$ cat src/rtl/br_train_queue.sv
// In-order branch training queue: holds the fetch-time BTB prediction per branch,
// captures the execute outcome, and emits the BTB training bundle when the head commits.
module br_train_queue #(
  parameter int ADDR    = 32,
  parameter int QUEUE_D = 8,
  parameter int QIDX    = $clog2(QUEUE_D)
) (
  input  logic            clk,
  input  logic            reset_,
  input  logic            enq_,
  input  logic [ADDR-1:0] enq_pc,
  input  logic            enq_pred_taken,
  input  logic [ADDR-1:0] enq_pred_tar,
  output logic [QIDX-1:0] enq_tag,
  output logic            full,
  input  logic            res_,
  input  logic [QIDX-1:0] res_tag,
  input  logic            res_taken,
  input  logic [ADDR-1:0] res_tar,
  input  logic            com_,
  output logic            com_ready,
  input  logic            flush_,
  output logic            pc_chg_com_,
  output logic            chg_taken_,
  output logic            target_miss_,
  output logic [ADDR-1:0] com_addr,
  output logic [ADDR-1:0] com_tar_addr,
  output logic            mispred_
);

  localparam logic [QIDX:0] CNT_FULL = (QIDX+1)'(QUEUE_D);

  logic [QUEUE_D-1:0] r_valid;
  logic [QUEUE_D-1:0] r_resolved;
  logic [QUEUE_D-1:0] r_pred_taken;
  logic [QUEUE_D-1:0] r_act_taken;
  logic [ADDR-1:0]    r_pc       [QUEUE_D];
  logic [ADDR-1:0]    r_pred_tar [QUEUE_D];
  logic [ADDR-1:0]    r_act_tar  [QUEUE_D];
  logic [QIDX-1:0]    r_head;
  logic [QIDX-1:0]    r_tail;
  logic [QIDX:0]      r_count;
  logic               r_full;
  logic               r_com_ready;
  logic               r_pc_chg_com_;
  logic               r_chg_taken_;
  logic               r_target_miss_;
  logic               r_mispred_;
  logic [ADDR-1:0]    r_com_addr;
  logic [ADDR-1:0]    r_com_tar_addr;

  logic               w_enq_acc;
  logic               w_res_acc;
  logic               w_com_acc;
  logic [QUEUE_D-1:0] w_valid_nxt;
  logic [QUEUE_D-1:0] w_resolved_nxt;
  logic [QIDX-1:0]    w_head_nxt;
  logic [QIDX-1:0]    w_tail_nxt;
  logic [QIDX:0]      w_count_nxt;
  logic               w_ready_nxt;
  logic               w_tgt_miss;
  logic               w_mispred;

  // Flush discards same-cycle enqueue/resolve, but a commit accepted this cycle still retires.
  assign w_enq_acc = ~enq_ & ~r_full & flush_;
  assign w_res_acc = ~res_ & r_valid[res_tag] & flush_;
  assign w_com_acc = ~com_ & r_com_ready;

  for (genvar i = 0; i < QUEUE_D; i++) begin : g_slot
    assign w_valid_nxt[i] = flush_ &
        ((r_valid[i] & ~(w_com_acc & (r_head == QIDX'(i)))) |
         (w_enq_acc & (r_tail == QIDX'(i))));
    assign w_resolved_nxt[i] = flush_ &
        ~(w_com_acc & (r_head == QIDX'(i))) &
        ~(w_enq_acc & (r_tail == QIDX'(i))) &
        (r_resolved[i] | (w_res_acc & (res_tag == QIDX'(i))));
  end

  assign w_head_nxt  = flush_ ? (r_head + QIDX'(w_com_acc)) : '0;
  assign w_tail_nxt  = flush_ ? (r_tail + QIDX'(w_enq_acc)) : '0;
  assign w_count_nxt = flush_ ? (r_count + (QIDX+1)'(w_enq_acc) - (QIDX+1)'(w_com_acc)) : '0;
  // com_ready looks at the head as it will be after this cycle's updates.
  assign w_ready_nxt = w_valid_nxt[w_head_nxt] & w_resolved_nxt[w_head_nxt];

  assign w_tgt_miss = r_act_taken[r_head] &
      (~r_pred_taken[r_head] | (r_pred_tar[r_head] != r_act_tar[r_head]));
  assign w_mispred  = (r_pred_taken[r_head] != r_act_taken[r_head]) | w_tgt_miss;

  // Queue state, pointers and the registered training bundle.
  always_ff @(posedge clk or negedge reset_) begin
    if (!reset_) begin
      r_valid        <= '0;
      r_resolved     <= '0;
      r_pred_taken   <= '0;
      r_act_taken    <= '0;
      for (int i = 0; i < QUEUE_D; i++) begin
        r_pc[i]       <= '0;
        r_pred_tar[i] <= '0;
        r_act_tar[i]  <= '0;
      end
      r_head         <= '0;
      r_tail         <= '0;
      r_count        <= '0;
      r_full         <= 1'b0;
      r_com_ready    <= 1'b0;
      r_pc_chg_com_  <= 1'b1;
      r_chg_taken_   <= 1'b1;
      r_target_miss_ <= 1'b1;
      r_mispred_     <= 1'b1;
      r_com_addr     <= '0;
      r_com_tar_addr <= '0;
    end else begin
      r_valid     <= w_valid_nxt;
      r_resolved  <= w_resolved_nxt;
      r_head      <= w_head_nxt;
      r_tail      <= w_tail_nxt;
      r_count     <= w_count_nxt;
      r_full      <= (w_count_nxt == CNT_FULL);
      r_com_ready <= w_ready_nxt;
      if (w_enq_acc) begin
        r_pc[r_tail]         <= enq_pc;
        r_pred_taken[r_tail] <= enq_pred_taken;
        r_pred_tar[r_tail]   <= enq_pred_tar;
      end
      if (w_res_acc) begin
        r_act_taken[res_tag] <= res_taken;
        r_act_tar[res_tag]   <= res_tar;
      end
      r_pc_chg_com_  <= 1'b1;
      r_chg_taken_   <= 1'b1;
      r_target_miss_ <= 1'b1;
      r_mispred_     <= 1'b1;
      if (w_com_acc) begin
        r_pc_chg_com_  <= 1'b0;
        r_chg_taken_   <= ~r_act_taken[r_head];
        r_target_miss_ <= ~w_tgt_miss;
        r_mispred_     <= ~w_mispred;
        r_com_addr     <= r_pc[r_head];
        r_com_tar_addr <= r_act_tar[r_head];
      end
    end
  end

  assign enq_tag      = r_tail;
  assign full         = r_full;
  assign com_ready    = r_com_ready;
  assign pc_chg_com_  = r_pc_chg_com_;
  assign chg_taken_   = r_chg_taken_;
  assign target_miss_ = r_target_miss_;
  assign mispred_     = r_mispred_;
  assign com_addr     = r_com_addr;
  assign com_tar_addr = r_com_tar_addr;

endmodule
$ cat config.mk
export PLATFORM = sky130hd
export DESIGN_NAME = br_train_queue
export DESIGN_NICKNAME = d
export VERILOG_FILES = /design/src/rtl/br_train_queue.sv
export SDC_FILE = /design/constraint.sdc
export NUM_CORES = 1
export LEC_CHECK = 0
export CAP_MARGIN = 0
export CORE_MARGIN = 4
export CORE_UTILIZATION = 50
export DETAILED_ROUTE_END_ITERATION = 8
export PLACE_DENSITY = 0.69
export SKIP_CTS_REPAIR_TIMING = 1
export SYNTH_ARGS = -nofsm -noshare
export SYNTH_HDL_FRONTEND = slang
export SYNTH_SLANG_ARGS = --single-unit
$ cat constraint.sdc
create_clock -name clk -period 3.1 [get_ports clk]
set_input_delay 0.93 -clock clk [delete_from_list [all_inputs] [get_ports clk]]
set_output_delay 0.93 -clock clk [all_outputs]
set_load 0.03 [all_outputs]
# Word level (Yosys, flattened, before mapping)
# Cells that the tools add are included.
[classes] addsub=4 magnitude_cmp=11 eq_ne=24 n_mux=39 n_bitwise=116 n_reduce_logical=7
[op_table] cell="$bwmux W256" n=3
[op_table] cell="$bmux W32 S3" n=3
[op_table] cell="$mux W32" n=8
[op_table] cell="$demux W32 S3" n=2
[op_table] cell="$and A1 B1 Y1" n=71
[op_table] cell="$eq A3 B3 Y1 const B" n=12
[op_table] cell="$ne A32 B32 Y1" n=1
[op_table] cell="$not A1 Y1" n=24
[op_table] cell="$eq A3 B2 Y1 const B" n=6
[op_table] cell="$or A1 B1 Y1" n=18
[op_table] cell="$bwmux W8" n=2
[op_table] cell="$lt A3 B4 Y1 const B" n=4
[op_table] cell="$bmux W1 S3" n=5
[op_table] cell="$ge A4 B4 Y1 const B" n=3
[op_table] cell="$not A3 Y4" n=3
[op_table] cell="$mux W1" n=11
[op_table] cell="$eq A3 B1 Y1 const B" n=3
[op_table] cell="$logic_not A3 Y1" n=3
[op_table] cell="$lt A4 B1 Y1 const B" n=2
[op_table] cell="$add A3 B1 Y3" n=2
[op_table] cell="$demux W1 S3" n=2
[op_table] cell="$ge A3 B1 Y1 const B" n=2
[op_table] cell="$mux W3" n=2
[op_table] cell="$add A4 B1 Y4" n=1
[op_table] cell="5 further kinds" n=8
[totals] regBits=880 inputBits=107

# Depth between registers and ports, before layout
[depth] depth_word=10 depth_mapped=13 mapped_depth_nobuf=10

# Least setup slack after synthesis
# No wires, ideal clock.
[synth_timing] path_kind="input-to-reg" startpoint="in com_" endpoint="reg r_full, in the netlist full" arrival_ns=3.255 t_required_ns=2.995 path_slack_ns=-0.261 stages=12 path_cell_list="nand2b_1 -> clkbuf_1 -> inv_1 -> clkbuf_1 -> clkbuf_1 -> ha_1 -> inv_1 -> ha_1 -> fa_1 -> xor2_1 -> and2_1 -> nor4b_1"
[synth_via] elab_chain_len=5
[synth_rtl] item="start, declared" line_no="20" source="input logic com_,"
[synth_rtl] item="$not A1 Y1" line_no="67" source="assign w_com_acc = ~com_ & r_com_ready;"
[synth_rtl] item="$and A1 B1 Y1" line_no="67"
[synth_rtl] item="net w_com_acc" line_no="54" source="logic w_com_acc;"
[synth_rtl] item="$sub A4 B1 Y4" line_no="81" source="assign w_count_nxt = flush_ ? (r_count + (QIDX+1)'(w_enq_acc) - (QIDX+1)'(w_com_acc)) : '0;"
[synth_rtl] item="$mux W4" line_no="81"
[synth_rtl] item="net w_count_nxt[2]" line_no="59" source="logic [QIDX:0] w_count_nxt;"
[synth_rtl] item="$eq A4 B4 Y1" line_no="118" source="r_full <= (w_count_nxt == CNT_FULL);"
[synth_rtl] item="end signal, assigned" line_no="118"
[synth_rtl] item="end, declared" line_no="43" source="logic r_full;"
# The timed path passes the listed nets, and every way through them passes these cells.
# A chain may end at the register's enable or synchronous reset.

# Worst setup path in the final report
[layout_timing] startpoint="reg r_head[0]" endpoint="reg r_target_miss_, in the netlist target_miss_"
[layout_via] elab_chain_len=9 elab_cells_between_ends=17 classes_between="eq/ne (1); mux (11); bitwise (5)"
[layout_rtl] item="start, declared" line_no="40" source="logic [QIDX-1:0] r_head;"
[layout_rtl] item="start signal, assigned" line_no="115" source="r_head <= w_head_nxt;"
[layout_rtl] item="$not A3 Y4 (implied by the code)" line_no="86" source="(~r_pred_taken[r_head] | (r_pred_tar[r_head] != r_act_tar[r_head]));"
[layout_rtl] item="$bmux W32 S3" line_no="86"
[layout_rtl] item="$mux W32 (implied by the code) (2 in a row)" line_no="86"
[layout_rtl] item="$ne A32 B32 Y1" line_no="86"
[layout_rtl] item="$or A1 B1 Y1" line_no="86"
[layout_rtl] item="$and A1 B1 Y1 *" line_no="85" source="assign w_tgt_miss = r_act_taken[r_head] &"
[layout_rtl] item="$not A1 Y1 *" line_no="136" source="r_target_miss_ <= ~w_tgt_miss;"
[layout_rtl] item="$mux W1 *" line_no="133" source="if (w_com_acc) begin"
[layout_rtl] item="end signal, assigned" line_no="136"
[layout_rtl] item="end, declared" line_no="47" source="logic r_target_miss_;"
# Every way passes the cells marked *; elsewhere a longest branch is shown, timed or not. The select of a mux whose other input is x is not followed.

==> metrics.md <==
| Metric | Value |
|---|---|
| H-tree levels | `3` |
| Crit path max fanout | `8` |
| Internal | `0.0219 W` |
| Buf/Inv on CP | `1` |
| Yosys cell types | `68` |
| Final non-filler cell total | `4125` |
| Clock buffer depth | `3` |
| Top Ports | `180` |
| Final Hold Fails | `0` |
| RSZ-0062 raised after global routing | `no` |
| DP Cell Count | `3948` |
| Total number of vias | `24500` |
| Vias in the first global route | `26700` |
| Final WL | `106000 um` |
| Fin crit period | `2970 ps` |
| Yosys Warn Count | `0` |
| Kind of critical path | `reg -> reg` |
| Compound-Gate Fraction of Synth Area | `3.51%` |
| P_sw | `0.00709 W` |
| Initial antenna violation count | `12` |
| Area Overhead vs Synth | `20.7%` |
| Simple-gate portion of the synthesized area | `3.35%` |
| Core box area | `0.0777 sq mm` |
| Cell accounting for the most synthesized area | `dfrtp_1` |
| Max IR drop VDD | `0.482 mV` |
| Clk slew on worst S/H paths | `60 ps` |
| Total CTS buffers | `93` |
| DRC | `0` |
| Post-Synth Adder-Cell Area | `0.306%` |
| Sequential share of power | `46.2%` |
| Iteration-0 DRC Markers | `1753` |
| Net Sw Frac | `24.4%` |
| Post-synth net total | `2785` |
| Main combinational cell family by area after synthesis | `multiplexers` |
| Slowest cell on the critical path | `mux4_2` |
| Die X | `288 um` |
| Critical path cell sequence | `buf_4 -> mux4_2 -> xor2_1 -> nor4_1 -> a21oi_1 -> nor3_1 -> nand3_1 -> o21bai_1` |
| Post-DR vias/cell | `5.93` |
| Layout net count | `3119` |
| Worst slew pin tran | `731 ps` |
| Flop2flop setup slack | `130 ps` |
| CTS sink count | `880` |
| Slowest Stage Delay on Critical Path | `570 ps` |
| Worst EP arrival | `3520 ps` |
| XOR/XNOR Fraction of Synth Area | `1.18%` |
| Comb pwr share | `13.4%` |
| Reg-to-Reg End | `target_miss_` |
| Largest delay share family, worst path | `simple AND/OR/NAND/NOR gates` |
| Clock Power Share | `40.5%` |
| RD Place Congestion | `0.843` |
| Dpl cell area | `0.0442 sq mm` |
| FMAX | `0.337 GHz` |
| Share of cells above drive strength 1 | `44.7%` |
| Height of the die | `288 um` |
| First-pass GRT wire length | `164000 um` |
| Area contributors post-synth | `dfrtp_1, mux2_2, mux4_2, mux2i_1, nand2_1` |
| Leakage power | `22.4 nW` |
| Relative slew slack | `51.3%` |
| Pwr dens | `612 mW/mm^2` |
| CTS root buf | `clkbuf_16` |
| Area of the mapped netlist | `0.0393 sq mm` |
| Synth Area per Inst | `14.7 sq um` |
| Core Rows | `102` |
| GRT Overall Usage | `25.8%` |
| Worst EP required | `3650 ps` |
| Port bufs | `179` |
| Detailed Place HPWL | `71100 um` |
| Die area | `0.0831 sq mm` |
| Largest net degree at the start of global routing | `97` |
| Mux share of post-synthesis cell area | `33.0%` |
| Post-route design area | `0.0474 sq mm` |
| Worst skew pair latency | `660 ps` |
| Main synth FF type | `dfrtp_1` |
| Initial Util | `50.6%` |
| Endpoints failing setup | `0` |
| Per-cell routed wire length | `25.6 um` |
| Hold/Removal Path Class | `in -> async` |
| Reg2reg start | `r_head[0]` |
| Synth top area share | `55.8%` |
| Post-synthesis register bit count | `880` |
| Final Slew Violations | `0` |
| Worst Skew | `36.1 ps` |
| Final setup TNS | `0 ps` |
| Worst-case reg-to-reg path depth | `8` |
| Startpoint Class | `flip-flop` |
| Status | `completed` |
| Part of the Yosys area used for sequential elements | `56.1%` |
| Period utilization | `95.7%` |
| CTS tree | `done` |
| MaxCap Viol Count | `0` |
| Mapped Cells | `2669` |
| Synth async-reset ratio | `100%` |
| DRT Pass-1 Iters | `5` |
| Total grt overflow | `0` |
| Post-synth EDFFs | `0` |
| Worst setup EP type | `flip-flop` |
| Antenna viol nets, final | `0` |
[logic make-up after synthesis]
group                      count (synthesis)
DFF                                      880
and+or+nand+nor                          294
buffers and inverters                    200
xor gates and xnor gates                  53
adders and majority gates                  9
muxes                                   1025
AOI/OAI and AO/OA                        208
[how the worst max path moves through the flow]
stage	start	endpoint	slack, ps	cells past startpoint
2_1_floorplan	com_	full	0.04	12
3_3_place_gp	enq_	full	-110	10
3_5_place_dp	com_	full	-230	10
4_1_cts	r_head[2]	target_miss_	90	10
5_1_grt	r_head[0]	mispred_	40	10
6_report	r_head[0]	target_miss_	130	8
[sequential cells by signal (all words and copies together) (netlist names)]
name and count:
pc_chg_com_ 1, enq_tag 3, r_head 3, r_act_tar 256
r_pred_tar 256, full 1, target_miss_ 1, com_ready 1
r_valid 8, r_pc 256, r_pred_taken 8, com_addr 32
mispred_ 1, r_resolved 8, r_count 4, com_tar_addr 32
chg_taken_ 1, r_act_taken 8
[Yosys cell counts, types with 10 or more instances]
cell type,n
dfrtp_1,876
mux2_2,812
nand2_1,151
mux4_2,131
clkbuf_1,80
mux2i_1,78
buf_2,62
nor2_1,59
a31oi_1,41
o21ai_0,34
xnor2_1,30
o22ai_1,28
a21oi_1,27
xor2_1,23
inv_1,17
nor2b_1,15
buf_6,14
nor3_1,14
buf_1,11
a211oi_1,10
a22oi_1,10
buf_4,10
nand3_1,10
[power by group through the flow]
| stage | Clock [W] | Combinational (W) | Sequential (W) |
|---|---|---|---|
| floorplan | 0 | 0.00240 | 0.0134 |
| global placement | 0 | 0.00375 | 0.0134 |
| detailed placement | 0 | 0.00390 | 0.0136 |
| CTS | 0.0120 | 0.00392 | 0.0134 |
| global route | 0.0124 | 0.00423 | 0.0135 |
| finish | 0.0117 | 0.00388 | 0.0134 |
[routing by layer]
metal / share of wire, % / global-route usage (%)
met5: 0.020 / 0
met4: 2.9 / 8.29
met2: 50 / 43.6
met1: 42 / 34.4
met3: 5.3 / 4.18
[cell usage in the layout, fill, tap and decap left out, types with 5 or more instances in the layout]
cell type          n
mux2i_1           78
clkbuf_8          16
inv_1             15
o211ai_1           5
buf_4            177
nand2b_1           7
a211oi_1          10
nand2_1          142
o22ai_1           28
xnor2_1           30
a22oi_1           10
nor2b_1           15
diode_2            7
bufinv_16         12
nor2_1            58
a31oi_1           41
clkbuf_16         94
ha_1               8
dfrtp_1          873
buf_12            65
clkinv_2          27
xor2_1            23
nand3_1            9
mux4_2           131
clkdlybuf4s50_1  178
a221o_1            7
mux2_2           812
o21ai_1            6
and2_1             8
a2bb2oi_1          7
a21oi_1           27
nand2_4            6
a21boi_0           6
o32ai_1            5
o21ai_0           33
nor3_1            14
clkbuf_1          16
[through the flow]
step	setup WS (ps)	hold slack, ps	power [W]	util, %
2_1_floorplan	0.0395	470	0.0158	-
3_5_place_dp	-230	470	0.0175	56.8
5_1_grt	35.2	241	0.0302	61.0
6_report	132	224	0.0290	61.0
4_1_cts	89.5	208	0.0293	61.0
3_3_place_gp	-114	459	0.0172	56.8
[final cells by class]
type                    instances  area [sq um]
repair buffers                421          4430
diodes                          7          17.5
flip-flops and latches        880         22000
clock buffers                 126          2630
clock inverters                44           642
multi-input cells            1589         16300
fillers                      5772         30300
inverters                      18          70.1
well taps                    1040          1300
(Power assumes the default switching activity.)
==> RTL edit 1 (same flow settings) <==
Put one more register stage on the output `mispred_`, without a reset. The value now appears one clock later. The other outputs are not delayed to match.
--- a/src/rtl/br_train_queue.sv
+++ b/src/rtl/br_train_queue.sv
@@ -147,7 +147,9 @@
   assign pc_chg_com_  = r_pc_chg_com_;
   assign chg_taken_   = r_chg_taken_;
   assign target_miss_ = r_target_miss_;
-  assign mispred_     = r_mispred_;
+  always_ff @(posedge clk) begin
+    mispred_ <= r_mispred_;
+  end
   assign com_addr     = r_com_addr;
   assign com_tar_addr = r_com_tar_addr;
 
Function: not settled (the Yosys comparison gave no result); the edit may change what the design does.
==> RTL edit 1 against the original RTL <==
- routed wire length decreased by 2.4%
- sequential cell count is 1 higher
- area after synthesis is 0.32% higher
- worst setup slack got worse by 0.055 ns
- total power decreased by 1.3%
- synthesized cell count shrank 0.41%
- cell area fell by 0.42%
- first-iteration DRC count decreased by 22%
- critical path depth increased by 3
- hold slack lost 0.032 ns
- largest cell class unchanged
==> RTL edit 1: results (changes against the original RTL) <==
metric	value	unit	change
top cells by area in the synthesized netlist	dfrtp_1 (56%), mux2_2 (23%), mux4_2 (7.6%)		
Synth cell types	72		+5.9%
gpl congestion	0.8769		+4.1%
Seq/Total Area, Yosys	55.92	%	-0.13 points
PortBufs	179		unchanged
maximum VDD drop	0.0005746	V	+19%
Slew HR	36.01	%	-15 points
Final nets	3110		-0.29%
detailed placement HPWL	68.99	mm	-3.0%
final hold slack	0.1916	ns	-0.03249 ns
first-pass GRT wire length	159.7	mm	-2.4%
drt wl/cell	25.06	µm	-2.3%
Skew-Pair Late Insertion Delay	0.66	ns	about the same
vias in the first global route	26390		-1.3%
CTS buffer count	95		+2.2%
DR iter-0 viols	1362		-22%
H-tree depth	3		unchanged
Worst Skew	0.02955	ns	-0.006548 ns
status	completed		
Area after DPL	43950	µm²	-0.45%
Hold Path Class	in2async		
FF-to-FF setup slack	0.08	ns	-0.05 ns
clk buf depth	3		unchanged
YS warnings	0		unchanged
top flop regs	r_act_tar: 256 flops, r_pc: 256 flops, r_pred_tar: 256 flops		
1st-pass router iterations	5		unchanged
largest net degree at the start of global routing	85		-12%
asr flop ratio synth	99.89	%	-0.11 points
layout cells sized above 1	44.74	%	+0.066 points
vias	24100		-1.5%
top post-synthesis cells by count	dfrtp_1 (876), mux2_2 (819), nand2_1 (141), mux4_2 (133), clkbuf_1 (92)		
initial antenna violation count	15		+3
Worst Path Max Fanout	6		-2
Root Buffer	clkbuf_16		
CP Data Arrival Time	3.60	ns	+0.08 ns
Syn Nets	2774		-0.39%
Critical Path Source	r_head[0]		
Clock transition at path regs	0.06	ns	about the same
GR Util All Layers	25.09	%	-0.71 points
Static Leakage	0.02225	µW	-0.77%
Slew Limit Fails	0		unchanged
==> RTL edit 1: changes by cell type in the layout (fill, tap and decap cells not counted), sizes merged, moves of 7 or more <==
cell / unedited run / this run
nand2: 152 / 142
a21oi: 28 / 15
clkinv: 32 / 13
clkbuf: 126 / 148
bufinv: 12 / 5
buf: 243 / 236
o31ai: 0 / 7
xor2: 23 / 33
mux2: 813 / 820
==> RTL edit 1: power breakdown <==
group | internal [µW] | switching, µW
clock network | 6700 | 4630
logic | 2170 | 1680
registers | 12800 | 689
==> RTL edit 1: per-layer routing <==
layer / part of all wire [%] / wire [µm] / GRT usage (%)
met5: 0.075 / 77 / 0
met3: 4.7 / 4892 / 4.530
met1: 42 / 43440 / 33.32
met2: 50 / 51540 / 41.91
met4: 3.2 / 3265 / 8.753
==> RTL edit 1: path summary, 6_finish.rpt <==
| check | end | cells past startpoint |
|---|---|---|
| worst max-delay path | r_mispred_ | 11 |
| worst min register to register | mispred_ | 0 |
| worst min-delay path | r_act_tar[78] | 1 |
| max in group asynchronous | r_act_tar[187] | 3 |
| worst max register to register | r_mispred_ | 11 |
| min in group clk | mispred_ | 0 |
==> RTL edit 1: stage by stage <==
| step | setup WS, ns | cells |
|---|---|---|
| finish | 0.07720 | 4119 |
| global route | -0.01547 | 4115 |
| CTS | -0.1359 | 4099 |
| detailed placement | -0.4241 | 3927 |
| global placement | -0.3783 | 3927 |
| floorplan | 0.07319 | 2658 |
==> RTL edit 1: worst max-delay path: stages, from the launching register on <==
cell and delay (ns):
dfrtp_4 0.48, clkbuf_4 0.23, buf_4 0.21, mux4_2 0.52, mux2i_2 0.30, xnor2_2 0.19, nand4_1 0.15, nor4_2 0.30
buf_4 0.16, nand4_1 0.09, buf_4 0.19, o211ai_2 0.12
==> RTL edit 1: kinds of logic (layout without fill, tap and decap cells) <==
| logic type | Yosys count | in the layout | synth area share (%) |
|---|---|---|---|
| flops | 881 | 881 | 55.92 |
| simple gates | 281 | 281 | 3.279 |
| fa+ha+maj | 9 | 9 | 0.3047 |
| compound gates | 198 | 198 | 3.412 |
| buf+inv | 188 | 599 | 2.520 |
| mux | 1032 | 1032 | 33.03 |
| xor+xnor | 69 | 69 | 1.533 |
| other cells | 0 | 10 | 0 |
==> RTL edit 1: layout make-up <==
type | instances | area (µm²)
clock inverter | 26 | 326.6
multi-input combinational | 1589 | 16460
clock buffer | 146 | 2820
tap | 1040 | 1301
timing repair buffer | 416 | 4207
fill | 5882 | 30600
sequential | 881 | 22060
antenna | 10 | 25.02
inverter | 11 | 45.04
==> RTL edit 2 (same flow settings) <==
Without the edit above. The parameter `ADDR` goes from 32 to 48.
--- a/src/rtl/br_train_queue.sv
+++ b/src/rtl/br_train_queue.sv
@@ -1,7 +1,7 @@
 // In-order branch training queue: holds the fetch-time BTB prediction per branch,
 // captures the execute outcome, and emits the BTB training bundle when the head commits.
 module br_train_queue #(
-  parameter int ADDR    = 32,
+  parameter int ADDR    = 48,
   parameter int QUEUE_D = 8,
   parameter int QIDX    = $clog2(QUEUE_D)
 ) (
Interface: changed (5 resized); port bits go from 180 to 260. The function was not compared with the original's and may differ.
==> RTL edit 2 against the original RTL <==
- area after synthesis rose by 46%
- non-clock buffer count increased by 205
- the flow now finishes with violations (negative setup slack)
- largest cell class unchanged
- cell area increased by 47%
- clock power up 44%
- routed wire length grew 46%
- global-route usage shrank 0.12 points
- largest power group unchanged
- critical endpoint is now mispred_
- sequential cell count is 416 higher
- core utilization fell by 0.099 points
- sequential power increased by 48%
- combinational power grew 57%
- total power grew 47%
- worst setup slack got worse by 0.14 ns
==> RTL edit 2: results (changes against the original RTL) <==
metric	value	unit	change
1st-pass router iterations	5		unchanged
clk buf depth	3		unchanged
Setup WS pre-CTS	-0.2695	ns	-0.03918 ns
Worst Setup Start Kind	flip-flop		
Synth cell types	60		-12%
FF-to-FF Start	r_head[2]		
Seq/Total Area, Yosys	56.51	%	+0.45 points
CP peak stage delay	0.67	ns	+0.10 ns
first-pass GRT wire length	236.2	mm	+44%
setup slack after layout	-0.003206	ns	-0.1352 ns
PortBufs	259		+45%
layout cells sized above 1	44.97	%	+0.30 points
drt wl/cell	25.58	µm	-0.24%
Setup Viol. Count Final	1		+1
worst r2r dst	mispred_		
final hold slack	0.1308	ns	-0.09328 ns
YS warnings	0		unchanged
Worst Skew	0.03119	ns	-0.004910 ns
dominant synthesized flop cell	dfrtp_1		
Slowest-stage cell, CP	o221ai_1		
NetSw	10410	µW	+47%
largest net degree at the start of global routing	123		+27%
initial antenna violation count	22		+10
failing checks	negative setup slack		
DR iter-0 viols	2429		+39%
top cells by area in the synthesized netlist	dfrtp_1 (56%), mux2_2 (24%), mux4_2 (6.6%)		
H-tree depth	4		+1
Syn Nets	4046		+45%
CTS buffer count	143		+54%
vias in the first global route	37270		+39%
maximum VDD drop	0.0005221	V	+8.4%
CP Data Arrival Time	3.76	ns	+0.24 ns
Root Buffer	clkbuf_16		
Slew @ Worst Pin	0.8569	ns	+0.1261 ns
family with the most delay on the worst path	buffers and inverters		
vias per cell	5.871		-1.0%
GR Util All Layers	25.68	%	-0.12 points
remaining global-route overflow	0		unchanged
detailed placement HPWL	100.9	mm	+42%
Worst Path Max Fanout	22		+14
asr flop ratio synth	100.0	%	unchanged
Static Leakage	0.03251	µW	+45%
Skew-Pair Late Insertion Delay	0.74	ns	+0.08 ns
Hold Path Class	in2async		
top flop regs	r_act_tar: 384 flops, r_pc: 384 flops, r_pred_tar: 384 flops		
Final nets	4550		+46%
status	finished, violations left		
Reg2Reg Depth	10		+2
top post-synthesis cells by count	dfrtp_1 (1,292), mux2_2 (1,221), nand2_1 (201), mux4_2 (169), mux2i_1 (142)		
Clock transition at path regs	0.06	ns	about the same
sum of negative setup slack	-0.003206	ns	-0.003206 ns
gpl congestion	0.8236		-2.3%
[RTL edit 2: area by class of cell]
class | count | area, µm²
diodes | 13 | 32.53
clock buffers | 214 | 4270
clock inverters | 37 | 424.2
fillers | 8870 | 44600
inverters | 10 | 42.54
multi-input cells | 2309 | 23760
flip-flops and latches | 1296 | 32450
well taps | 1512 | 1892
repair buffers | 626 | 6726
[RTL edit 2: kinds of logic (layout without fill, tap and decap cells)]
logic type | count (synthesis) | in the layout | synth area share, %
AO/OA/AOI/OAI | 321 | 321 | 3.614
XOR/XNOR | 65 | 65 | 0.9918
adder cells (fa/ha/maj) | 9 | 9 | 0.2093
buffers and inverters | 277 | 887 | 2.420
flip-flops | 1296 | 1296 | 56.51
multiplexers | 1541 | 1541 | 33.47
other | 0 | 13 | 0
AND/OR/NAND/NOR | 373 | 373 | 2.786
[RTL edit 2: worst max-delay path by stage]
stage	end	depth (start not counted)
after global placement	full	11
after detailed placement	full	11
after floorplan	full	11
final	mispred_	10
after CTS	enq_tag[1]	1
after global routing	mispred_	12
[RTL edit 2: through the flow]
step,cell area [µm²],power (µW),instances
after floorplan,57410,23410,3882
after global placement,64710,25900,5746
after detailed placement,64710,26120,5746
after CTS,69410,43110,5997
after global routing,69580,44570,6010
final,69590,42750,6017
[RTL edit 2: power groups by stage]
| stage | clock (µW) | combinational (µW) | sequential [µW] |
|---|---|---|---|
| 3_5_place_dp | 0 | 6090 | 20000 |
| 5_1_grt | 18000 | 6620 | 20000 |
| 3_3_place_gp | 0 | 5960 | 19900 |
| 4_1_cts | 17200 | 6130 | 19700 |
| 6_report | 16900 | 6100 | 19800 |
| 2_1_floorplan | 0 | 3640 | 19800 |
[RTL edit 2: layer usage]
metal | share of wire (%) | up-vias | GRT usage (%) | routed length, µm
li1 | - | 15340 | - | -
met1 | 43 | 18790 | 35.83 | 66860
met2 | 47 | 927 | 40.72 | 72910
met3 | 6.2 | 244 | 5.541 | 9614
met4 | 2.9 | 16 | 7.964 | 4455
met5 | 0.064 | - | 0 | 98
